## config.mk

```make
export PLATFORM = sky130hd
export DESIGN_NAME = instruction_sequencer_flat
export DESIGN_NICKNAME = d
export VERILOG_FILES = /design/src/rtl/instruction_sequencer_pkg.sv /design/src/rtl/instruction_sequencer_if.sv /design/src/rtl/instruction_sequencer.sv /design/src/flat_wrapper.sv
export SDC_FILE = /design/constraint.sdc
export NUM_CORES = 1
export LEC_CHECK = 0
export ABC_CLOCK_PERIOD_IN_PS = 1750
export CAP_MARGIN = 20
export CORE_ASPECT_RATIO = 1.25
export CORE_MARGIN = 5
export CORE_UTILIZATION = 38
export DETAILED_ROUTE_END_ITERATION = 10
export HOLD_SLACK_MARGIN = 0.02
export PLACE_DENSITY = 0.75
export RECOVER_POWER = 50
export SLEW_MARGIN = 20
export SYNTH_ARGS = -nofsm -noshare
export SYNTH_HDL_FRONTEND = slang
export SYNTH_SLANG_ARGS = --single-unit
export TNS_END_PERCENT = 50
```

## constraint.sdc

```tcl
create_clock -name clk -period 1.75 [get_ports clk]
set_input_delay 0.525 -clock clk [delete_from_list [all_inputs] [get_ports clk]]
set_output_delay 0.525 -clock clk [all_outputs]
set_load 0.01 [all_outputs]
```

## src/rtl/instruction_sequencer_pkg.sv

```systemverilog
// seq_pkg: state encoding shared by the instruction sequencer and its users.
package seq_pkg;
   typedef enum logic [2:0] {
      FETCH   = 3'd0,
      DECODE  = 3'd1,
      EXECUTE = 3'd2,
      MEM     = 3'd3,
      HALT    = 3'd4
   } seq_state_e;
endpackage

```

## src/rtl/instruction_sequencer_if.sv

```systemverilog
// instruction_sequencer_if: instruction and data memory request/ready handshakes.
interface instruction_sequencer_if #(parameter int INST_W = 16);
   logic              imem_req;
   logic              imem_ready;
   logic [INST_W-1:0] imem_rdata;
   logic              dmem_req;
   logic              dmem_ready;
   modport master (output imem_req, dmem_req, input imem_ready, imem_rdata, dmem_ready);
   modport slave  (input imem_req, dmem_req, output imem_ready, imem_rdata, dmem_ready);
endinterface

```

## src/rtl/instruction_sequencer.sv

```systemverilog
// instruction_sequencer: fetch/decode/execute/mem control FSM with IR, commit strobes, halt/step and retire counter.
module instruction_sequencer
   import seq_pkg::*;
#(
   parameter int INST_W = 16,
   parameter int CNT_W  = 16
) (
   input  logic                    clk,
   input  logic                    rst_n,
   instruction_sequencer_if.master mem,
   output logic [INST_W-1:0]       instruction,
   input  logic                    dec_acc_write_enable,
   input  logic                    dec_write_put_acc,
   input  logic                    dec_status_write_enable,
   input  logic                    dec_data_memory_write_enable,
   input  logic                    dec_data_memory_output_enable,
   output logic                    acc_write_strobe,
   output logic                    reg_write_strobe,
   output logic                    status_write_strobe,
   output logic                    dmem_write_strobe,
   output logic                    pc_update,
   output logic                    retire,
   input  logic                    halt_req,
   input  logic                    step,
   output logic                    halted,
   output logic [CNT_W-1:0]        retired_count
);
   seq_state_e state, nxt;
   always_ff @(posedge clk or negedge rst_n)
      if (!rst_n) begin
         state         <= FETCH;
         instruction   <= '0;
         retired_count <= '0;
      end else begin
         state <= nxt;
         if (state == FETCH && mem.imem_ready) instruction <= mem.imem_rdata;
         if (retire) retired_count <= retired_count + CNT_W'(1);
      end
   // Outputs are gated by rst_n so nothing, not even imem_req, escapes while reset is held.
   always_comb begin
      nxt                 = state;
      mem.imem_req        = 1'b0;
      mem.dmem_req        = 1'b0;
      acc_write_strobe    = 1'b0;
      reg_write_strobe    = 1'b0;
      status_write_strobe = 1'b0;
      dmem_write_strobe   = 1'b0;
      pc_update           = 1'b0;
      retire              = 1'b0;
      halted              = 1'b0;
      if (rst_n)
         case (state)
            FETCH: begin
               mem.imem_req = 1'b1;
               nxt          = mem.imem_ready ? DECODE : FETCH;
            end
            DECODE:
               nxt = (dec_data_memory_write_enable || dec_data_memory_output_enable) ? MEM : EXECUTE;
            EXECUTE: begin
               acc_write_strobe    = dec_acc_write_enable;
               reg_write_strobe    = dec_write_put_acc;
               status_write_strobe = dec_status_write_enable;
               pc_update           = 1'b1;
               retire              = 1'b1;
               nxt                 = halt_req ? HALT : FETCH;
            end
            MEM: begin
               mem.dmem_req      = 1'b1;
               dmem_write_strobe = mem.dmem_ready && dec_data_memory_write_enable;
               acc_write_strobe  = mem.dmem_ready && dec_data_memory_output_enable;
               pc_update         = mem.dmem_ready;
               retire            = mem.dmem_ready;
               nxt               = !mem.dmem_ready ? MEM : halt_req ? HALT : FETCH;
            end
            HALT: begin
               halted = 1'b1;
               nxt    = (!halt_req || step) ? FETCH : HALT;
            end
            default: nxt = FETCH;
         endcase
   end
endmodule
```

## src/flat_wrapper.sv

```systemverilog
// flat-port wrapper written by rule: the top's interface ports become plain ports
module instruction_sequencer_flat import seq_pkg::*;
#(
   parameter int INST_W = 16,
   parameter int CNT_W  = 16
)
  (clk, rst_n, instruction, dec_acc_write_enable, dec_write_put_acc, dec_status_write_enable, dec_data_memory_write_enable, dec_data_memory_output_enable, acc_write_strobe, reg_write_strobe, status_write_strobe, dmem_write_strobe, pc_update, retire, halt_req, step, halted, retired_count, mem_imem_req, mem_dmem_req, mem_imem_ready, mem_imem_rdata, mem_dmem_ready);
  instruction_sequencer_if #(.INST_W(INST_W)) mem_i ();
  input  logic clk;
  input  logic rst_n;
  output logic [INST_W-1:0] instruction;
  input  logic dec_acc_write_enable;
  input  logic dec_write_put_acc;
  input  logic dec_status_write_enable;
  input  logic dec_data_memory_write_enable;
  input  logic dec_data_memory_output_enable;
  output logic acc_write_strobe;
  output logic reg_write_strobe;
  output logic status_write_strobe;
  output logic dmem_write_strobe;
  output logic pc_update;
  output logic retire;
  input  logic halt_req;
  input  logic step;
  output logic halted;
  output logic [CNT_W-1:0] retired_count;
  output wire logic [$bits(mem_i.imem_req)-1:0] mem_imem_req;
  output wire logic [$bits(mem_i.dmem_req)-1:0] mem_dmem_req;
  input wire logic [$bits(mem_i.imem_ready)-1:0] mem_imem_ready;
  input wire logic [$bits(mem_i.imem_rdata)-1:0] mem_imem_rdata;
  input wire logic [$bits(mem_i.dmem_ready)-1:0] mem_dmem_ready;
  assign mem_imem_req = mem_i.imem_req;
  assign mem_dmem_req = mem_i.dmem_req;
  assign mem_i.imem_ready = mem_imem_ready;
  assign mem_i.imem_rdata = mem_imem_rdata;
  assign mem_i.dmem_ready = mem_dmem_ready;
  instruction_sequencer #(.INST_W(INST_W), .CNT_W(CNT_W)) u_core (.clk(clk), .rst_n(rst_n), .mem(mem_i), .instruction(instruction), .dec_acc_write_enable(dec_acc_write_enable), .dec_write_put_acc(dec_write_put_acc), .dec_status_write_enable(dec_status_write_enable), .dec_data_memory_write_enable(dec_data_memory_write_enable), .dec_data_memory_output_enable(dec_data_memory_output_enable), .acc_write_strobe(acc_write_strobe), .reg_write_strobe(reg_write_strobe), .status_write_strobe(status_write_strobe), .dmem_write_strobe(dmem_write_strobe), .pc_update(pc_update), .retire(retire), .halt_req(halt_req), .step(step), .halted(halted), .retired_count(retired_count));
endmodule
```

==> results of run 1 <==
==> logic make-up after synthesis <==
| family | count (synthesis) |
|---|---|
| flops | 35 |
| compound gates | 4 |
| buf+inv | 6 |
| mux | 18 |
| xor+xnor | 15 |
| fa+ha+maj | 1 |
| simple gates | 46 |
==> cell type report <==
cell class	instances	area [sq um]
fill	332	1500
sequential	35	877
timing repair buffer	91	816
multi-input combinational	84	743
clock buffer	6	82.6
tap	56	70.1
clock inverter	1	5.00
inverter	1	3.75
==> repair_timing <==
| action | CTS | global route |
|---|---|---|
| pin swaps | 5 | 4 |
| gates resized for setup | 69 | 7 |
| buffers inserted | 4 | 2 |
| endpoints found under the setup margin | 35 | 25 |
==> metrics by stage <==
stage	power [mW]	setup TNS (ns)	instances	util [%]	area, sq um
finish	3.54	-0.777	274	63.4	2600
global placement	2.87	-10.27	261	60.3	2470
detailed placement	2.95	-11.14	261	60.3	2470
floorplan	2.07	-0.0134	125	-	1640
global route	3.74	-1.38	274	63.4	2600
CTS	3.55	-0.834	272	62.9	2580
==> layer usage <==
layer  up-vias  part of all wire, %  GRT usage [%]
met4         0                  2.8           7.05
met5         -                    0              0
li1        621                    -              -
met2        43                   56           28.7
met1       641                   36           17.3
met3         8                  5.5           3.92
==> cell usage after synthesis (3+ instances only) <==
master,number
dfrtp_1,35
xnor2_1,14
nand3_1,10
mux2_4,9
mux2_2,8
nand2_1,7
and3_1,6
nor2_1,5
nand3b_1,3
nand4_1,3
==> worst max-delay path, cell delays in order, from the launching register on <==
cell and delay [ns]:
dfrtp_1 0.40, nand3b_1 0.20, buf_6 0.15, buf_6 0.11, nor2_4 0.11, buf_6 0.12
==> worst paths after layout <==
kind	depth (start not counted)	end	slack [ns]
min in group clk	1	u_core.retired_count[15]$_DFFE_PN0P_	0.48
max	5	pc_update	-0.16
max reg2reg	5	u_core.instruction[11]$_DFFE_PN0P_	0.06
min reg2reg	1	u_core.retired_count[15]$_DFFE_PN0P_	0.48
max in group asynchronous	2	u_core.instruction[0]$_DFFE_PN0P_	0.57
min	3	u_core.instruction[11]$_DFFE_PN0P_	0.42
==> state kept, by name, summed over array words and instances (netlist names) <==
signal and count:
u_core.state 3, u_core.retired_count 16, u_core.instruction 16
==> power by group through the flow <==
stage | sequential, mW | clock [mW] | combinational, mW
after global routing | 1.34 | 0.621 | 1.78
after floorplan | 1.37 | 0 | 0.707
after detailed placement | 1.31 | 0 | 1.64
final | 1.30 | 0.574 | 1.66
after CTS | 1.30 | 0.585 | 1.66
after global placement | 1.28 | 0 | 1.59
==> reports/metrics.cfg, run 1 <==
[outcome]
status=finished with violations
failed_checks=negative setup slack

[layout]
diodes=0
mostFrequentLayoutCell=clkdlybuf4s50_1
area_growth_pct=60.1
nNetsFinal=246
drive_above_1_share_pct=32.1
mostFrequentLayoutCells=36 x clkdlybuf4s50_1, 34 x dfrtp_1, 19 x dlygate4sd2_1

[sta]
period_share_pct=109
setup_viol=6
tightest_slew_ns=1.05
slew_headroom_pct=30.0
max_freq_mhz=524
skew_ns=0.00777
finalHoldViolCount=0
layout_min_cycle_time_ns=1.91
worst_hold_slack_ns=0.415
fin_ws_ns=-0.160
maxSlewViolCount=0
rsz0062_at_grt=true

[power]
power_frac_clock_pct=16.2
p_seq_share_pct=36.8
ir_drop_mv=0.744
power_density_nw_per_um2=1360
p_sw_mw=1.13
comb_power_share_pct=47.0
p_sw_share_pct=31.8
p_leak_nw=1.21
internal-power_mw=2.41

[logic_synthesis]
synth.area.top_cells=dfrtp_1 54%, mux2_4 8.3%, xnor2_1 7.6%
synthAdderAreaFrac_pct=0.771
ys.flop_type=dfrtp_1
synthArstFlopShare_pct=100
synthSimpleGateAreaFrac_pct=17.9
seq_area_frac_synth_pct=54.0
yosys.area.top_type=dfrtp_1
synth_edf_count=0
yosys_warnings=0
ys_types=31
synth_compound_area_share_pct=1.46
syn_avg_cell_area_sq_um=13.0
synth_xor_area_share_pct=8.10
netlist_instances=125
synth.mux.area_fraction_pct=14.5
synth_top_cell_area_share_pct=54.0
syn_area_sq_um=1620
synthesis.nets=153
synth_top_family_by_area=simple AND/OR/NAND/NOR gates
synth-seq-cells=35

[routing]
routedWlPerCell_um=15.5
drtIter0Drc=52
ant_nets=0
vias=1313
drt-total-wl_um=4260
drc_errors=0
avgViaCountPerCell=4.79
drt_pass1_iterations=4

[clock_tree]
clockBufferDepth=2
worstSkewPairLatency_ns=0.28
cts_hold_buf=0
clock-sinks=35
cts_root_buf=clkbuf_8
cts_tree=done
cts.clk_slew.worst_paths_ns=0.07
htreeDepth=2
numCtsBuffers=5

[critical_path]
crit_path_start_kind=register
crit_required_ns=1.22
startpoint=u_core.state[2]$_DFFE_PN0P_
worstSetupEndpointType=output port
path_max_fanout=4
crit_arrival_ns=1.38
r2r-start=u_core.state[1]$_DFFE_PN0P_
path_class=reg2out

[placed_design]
pre_cts_slack_ns=-0.678
gp_congestion=0.731
io_buffer_count=67
detailed_place_hpwl_um=3320

[die]
start_util_pct=39.6
dieArea_sq_um=5690
die_y_um=83.1
die_x_um=68.5
io_pins=68
std_cell_rows=26
core_area_sq_um=4100

[global_routing]
grt_pass1_vias=1439
grt_overflow=0
grt_pass1_wl_um=6870
grt_use_total_pct=16.2
antenna_found_initial=0
grt_max_degree=21

[hold_path]
hold_class=in2async

[job]
cap_violations=0

Power figures use the tool's default switching activity.
==> inputs of run 2 (changes only) <==
SLEW_MARGIN = 40   (was 20)
==> results of run 2 <==
Final layout, timing and power as in run 1 (identical DEF).
==> inputs of run 3 (changes only) <==
ABC_AREA = 0   (was default)
ABC_CLOCK_PERIOD_IN_PS = 2300   (was 1750)
CORE_UTILIZATION = 45   (was 38)
PLACE_DENSITY = 0.84   (was 0.75)
clock period = 2.3 ns   (was 1.75 ns; I/O delays follow)
==> reports/metrics.cfg, run 3 (same netlist as run 1, synthesis figures left out) <==
[outcome]
status=complete, no violations  ; was finished with violations

[layout]
top_regs=u_core.instruction (16), u_core.retired_count (16), u_core.state (3)  ; unchanged
mostFrequentLayoutCells=56 x clkdlybuf4s50_1, 35 x dfrtp_1, 14 x xnor2_1  ; was 36 x clkdlybuf4s50_1, 34 x dfrtp_1, 19 x dlygate4sd2_1
stdcell_area_sq_um=2480  ; was 2600 sq um
mostFrequentLayoutCell=clkdlybuf4s50_1  ; unchanged
diodes=0  ; unchanged
area_growth_pct=52.7  ; was 60.1%
nNetsFinal=234  ; was 246
drive_above_1_share_pct=21.3  ; was 32.1%
fin_util_pct=71.2  ; was 63.4%

[global_routing]
use_met3_pct=5.85  ; was 3.92%
grt_overflow=0  ; unchanged
grt_max_degree=26  ; was 21
grt_pass1_wl_um=6820  ; was 6870 um
grt_pass1_vias=1430  ; was 1439
busiest_layer=met2  ; unchanged
grtUsageMet2_pct=30.3  ; was 28.7%
grt_use_total_pct=17.5  ; was 16.2%
grt_util_met1_pct=20.1  ; was 17.3%
antenna_found_initial=0  ; unchanged

[critical_path]
crit_chain=clkdlybuf4s50_1 > nor3b_1 > dlygate4sd2_1  ; was nand3b_1 > buf_6 > buf_6 > nor2_4 > buf_6
crit_required_ns=1.61  ; was 1.22 ns
worst_path_max_delay_cell=clkdlybuf4s50_1  ; was dfrtp_1
path_class=in2out  ; was reg2out
crit_arrival_ns=1.60  ; was 1.38 ns
critPathTopFamily=buffers and inverters  ; was flip-flops
worst_path_largest_cell_delay_ns=0.44  ; was 0.40 ns
path_buf_inv=2  ; was 3
path_max_fanout=1  ; was 4
crit_path_start_kind=primary input  ; was register
worstSetupEndpointType=output port  ; unchanged

[routing]
drt_pass1_iterations=4  ; unchanged
ant_nets=0  ; unchanged
drt-total-wl_um=4090  ; was 4260 um
vias=1284  ; was 1313
avgViaCountPerCell=5.22  ; was 4.79
drc_errors=0  ; unchanged
routedWlPerCell_um=16.6  ; was 15.5 um
drtIter0Drc=24  ; was 52

[power]
total_power_mw=2.64  ; was 3.54 mW
ir_drop_mv=0.776  ; was 0.744 mV
p_leak_nw=1.11  ; was 1.21 nW
power_density_nw_per_um2=1060  ; was 1360 nW/um^2

[sta]
finalHoldViolCount=0  ; unchanged
maxSlewViolCount=0  ; unchanged
skew_ns=0.00359  ; was 0.00777 ns
rsz0062_at_grt=true  ; unchanged
slew_headroom_pct=75.0  ; was 30.0%
max_freq_mhz=437
tightest_slew_ns=0.374  ; was 1.05 ns
layout_min_cycle_time_ns=2.29
setup_viol=0  ; was 6
worst_hold_slack_ns=0.342  ; was 0.415 ns
period_share_pct=99.4

[clock_tree]
numCtsBuffers=5  ; unchanged
clockBufferDepth=2  ; unchanged
cts_hold_buf=0  ; unchanged
cts_tree=done  ; unchanged
post_cts_buffers=0  ; was 4
worstSkewPairLatency_ns=0.28  ; about the same
cts.clk_slew.worst_paths_ns=0.07  ; about the same
htreeDepth=2  ; unchanged
cts_root_buf=clkbuf_8  ; unchanged
clock-sinks=35  ; unchanged

[placed_design]
dpl_cell_area_sq_um=2390  ; was 2470 sq um
io_buffer_count=67  ; unchanged
detailed_place_hpwl_um=3110  ; was 3320 um
gp_congestion=0.754  ; was 0.731

[die]
die_y_um=77.1  ; was 83.1 um
std_cell_rows=24  ; was 26
dieArea_sq_um=4910  ; was 5690 sq um
die_x_um=63.7  ; was 68.5 um
io_pins=68  ; unchanged
start_util_pct=46.6  ; was 39.6%
core_area_sq_um=3480  ; was 4100 sq um

[job]
cap_violations=0  ; unchanged

[hold_path]
hold_class=in2async  ; unchanged

[run 3: power by group]
group,switching (mW),leakage [nW],internal (mW)
clock,0.215,0.0515,0.273
sequential,0.172,0.444,0.821
combinational,0.431,0.611,0.725
[run 3: worst paths after layout]
kind / startpoint / end / slack [ns] / cells past startpoint
setup / recovery: dec_status_write_enable / status_write_strobe / 0.01 / 3
hold / removal: rst_n / u_core.state[2]$_DFFE_PN0P_ / 0.34 / 2
setup reg to reg: u_core.state[0]$_DFFE_PN0P_ / u_core.retired_count[12]$_DFFE_PN0P_ / 0.57 / 5
hold reg to reg: u_core.retired_count[15]$_DFFE_PN0P_ / u_core.retired_count[15]$_DFFE_PN0P_ / 0.48 / 1
max in group asynchronous: rst_n / u_core.retired_count[4]$_DFFE_PN0P_ / 1.42 / 3
min in group clk: u_core.retired_count[15]$_DFFE_PN0P_ / u_core.retired_count[15]$_DFFE_PN0P_ / 0.48 / 1
[run 3: routing by layer]
layer / wire length (um) / vias to the layer above / share of wire (%)
met1: 1530 / 634 / 37
met5: 0 / - / 0
li1: - / 601 / -
met4: 48 / 0 / 1.2
met3: 261 / 7 / 6.4
met2: 2250 / 42 / 55
[run 3: timing repair]
item / in CTS / in global routing
pin swaps: 1 / 0
resized for setup: 16 / 4
setup endpoints to repair: 9 / 5
[run 3: layout make-up]
cell class / instances / area, sq um
fill: 267 / 1000
sequential: 35 / 876
timing repair buffer: 79 / 754
multi-input combinational: 84 / 696
clock buffer: 8 / 100
tap: 39 / 48.8
inverter: 1 / 3.75
[run 3: metrics by stage]
step / TNS, ns / worst slack [ns] / instances
floorplan: 0 / 0.0362 / 125
detailed placement: -3.20 / -0.523 / 238
global placement: -2.69 / -0.462 / 238
CTS: -0.00828 / -0.00828 / 246
global route: -0.0537 / -0.0298 / 246
finish: 0 / 0.0131 / 246
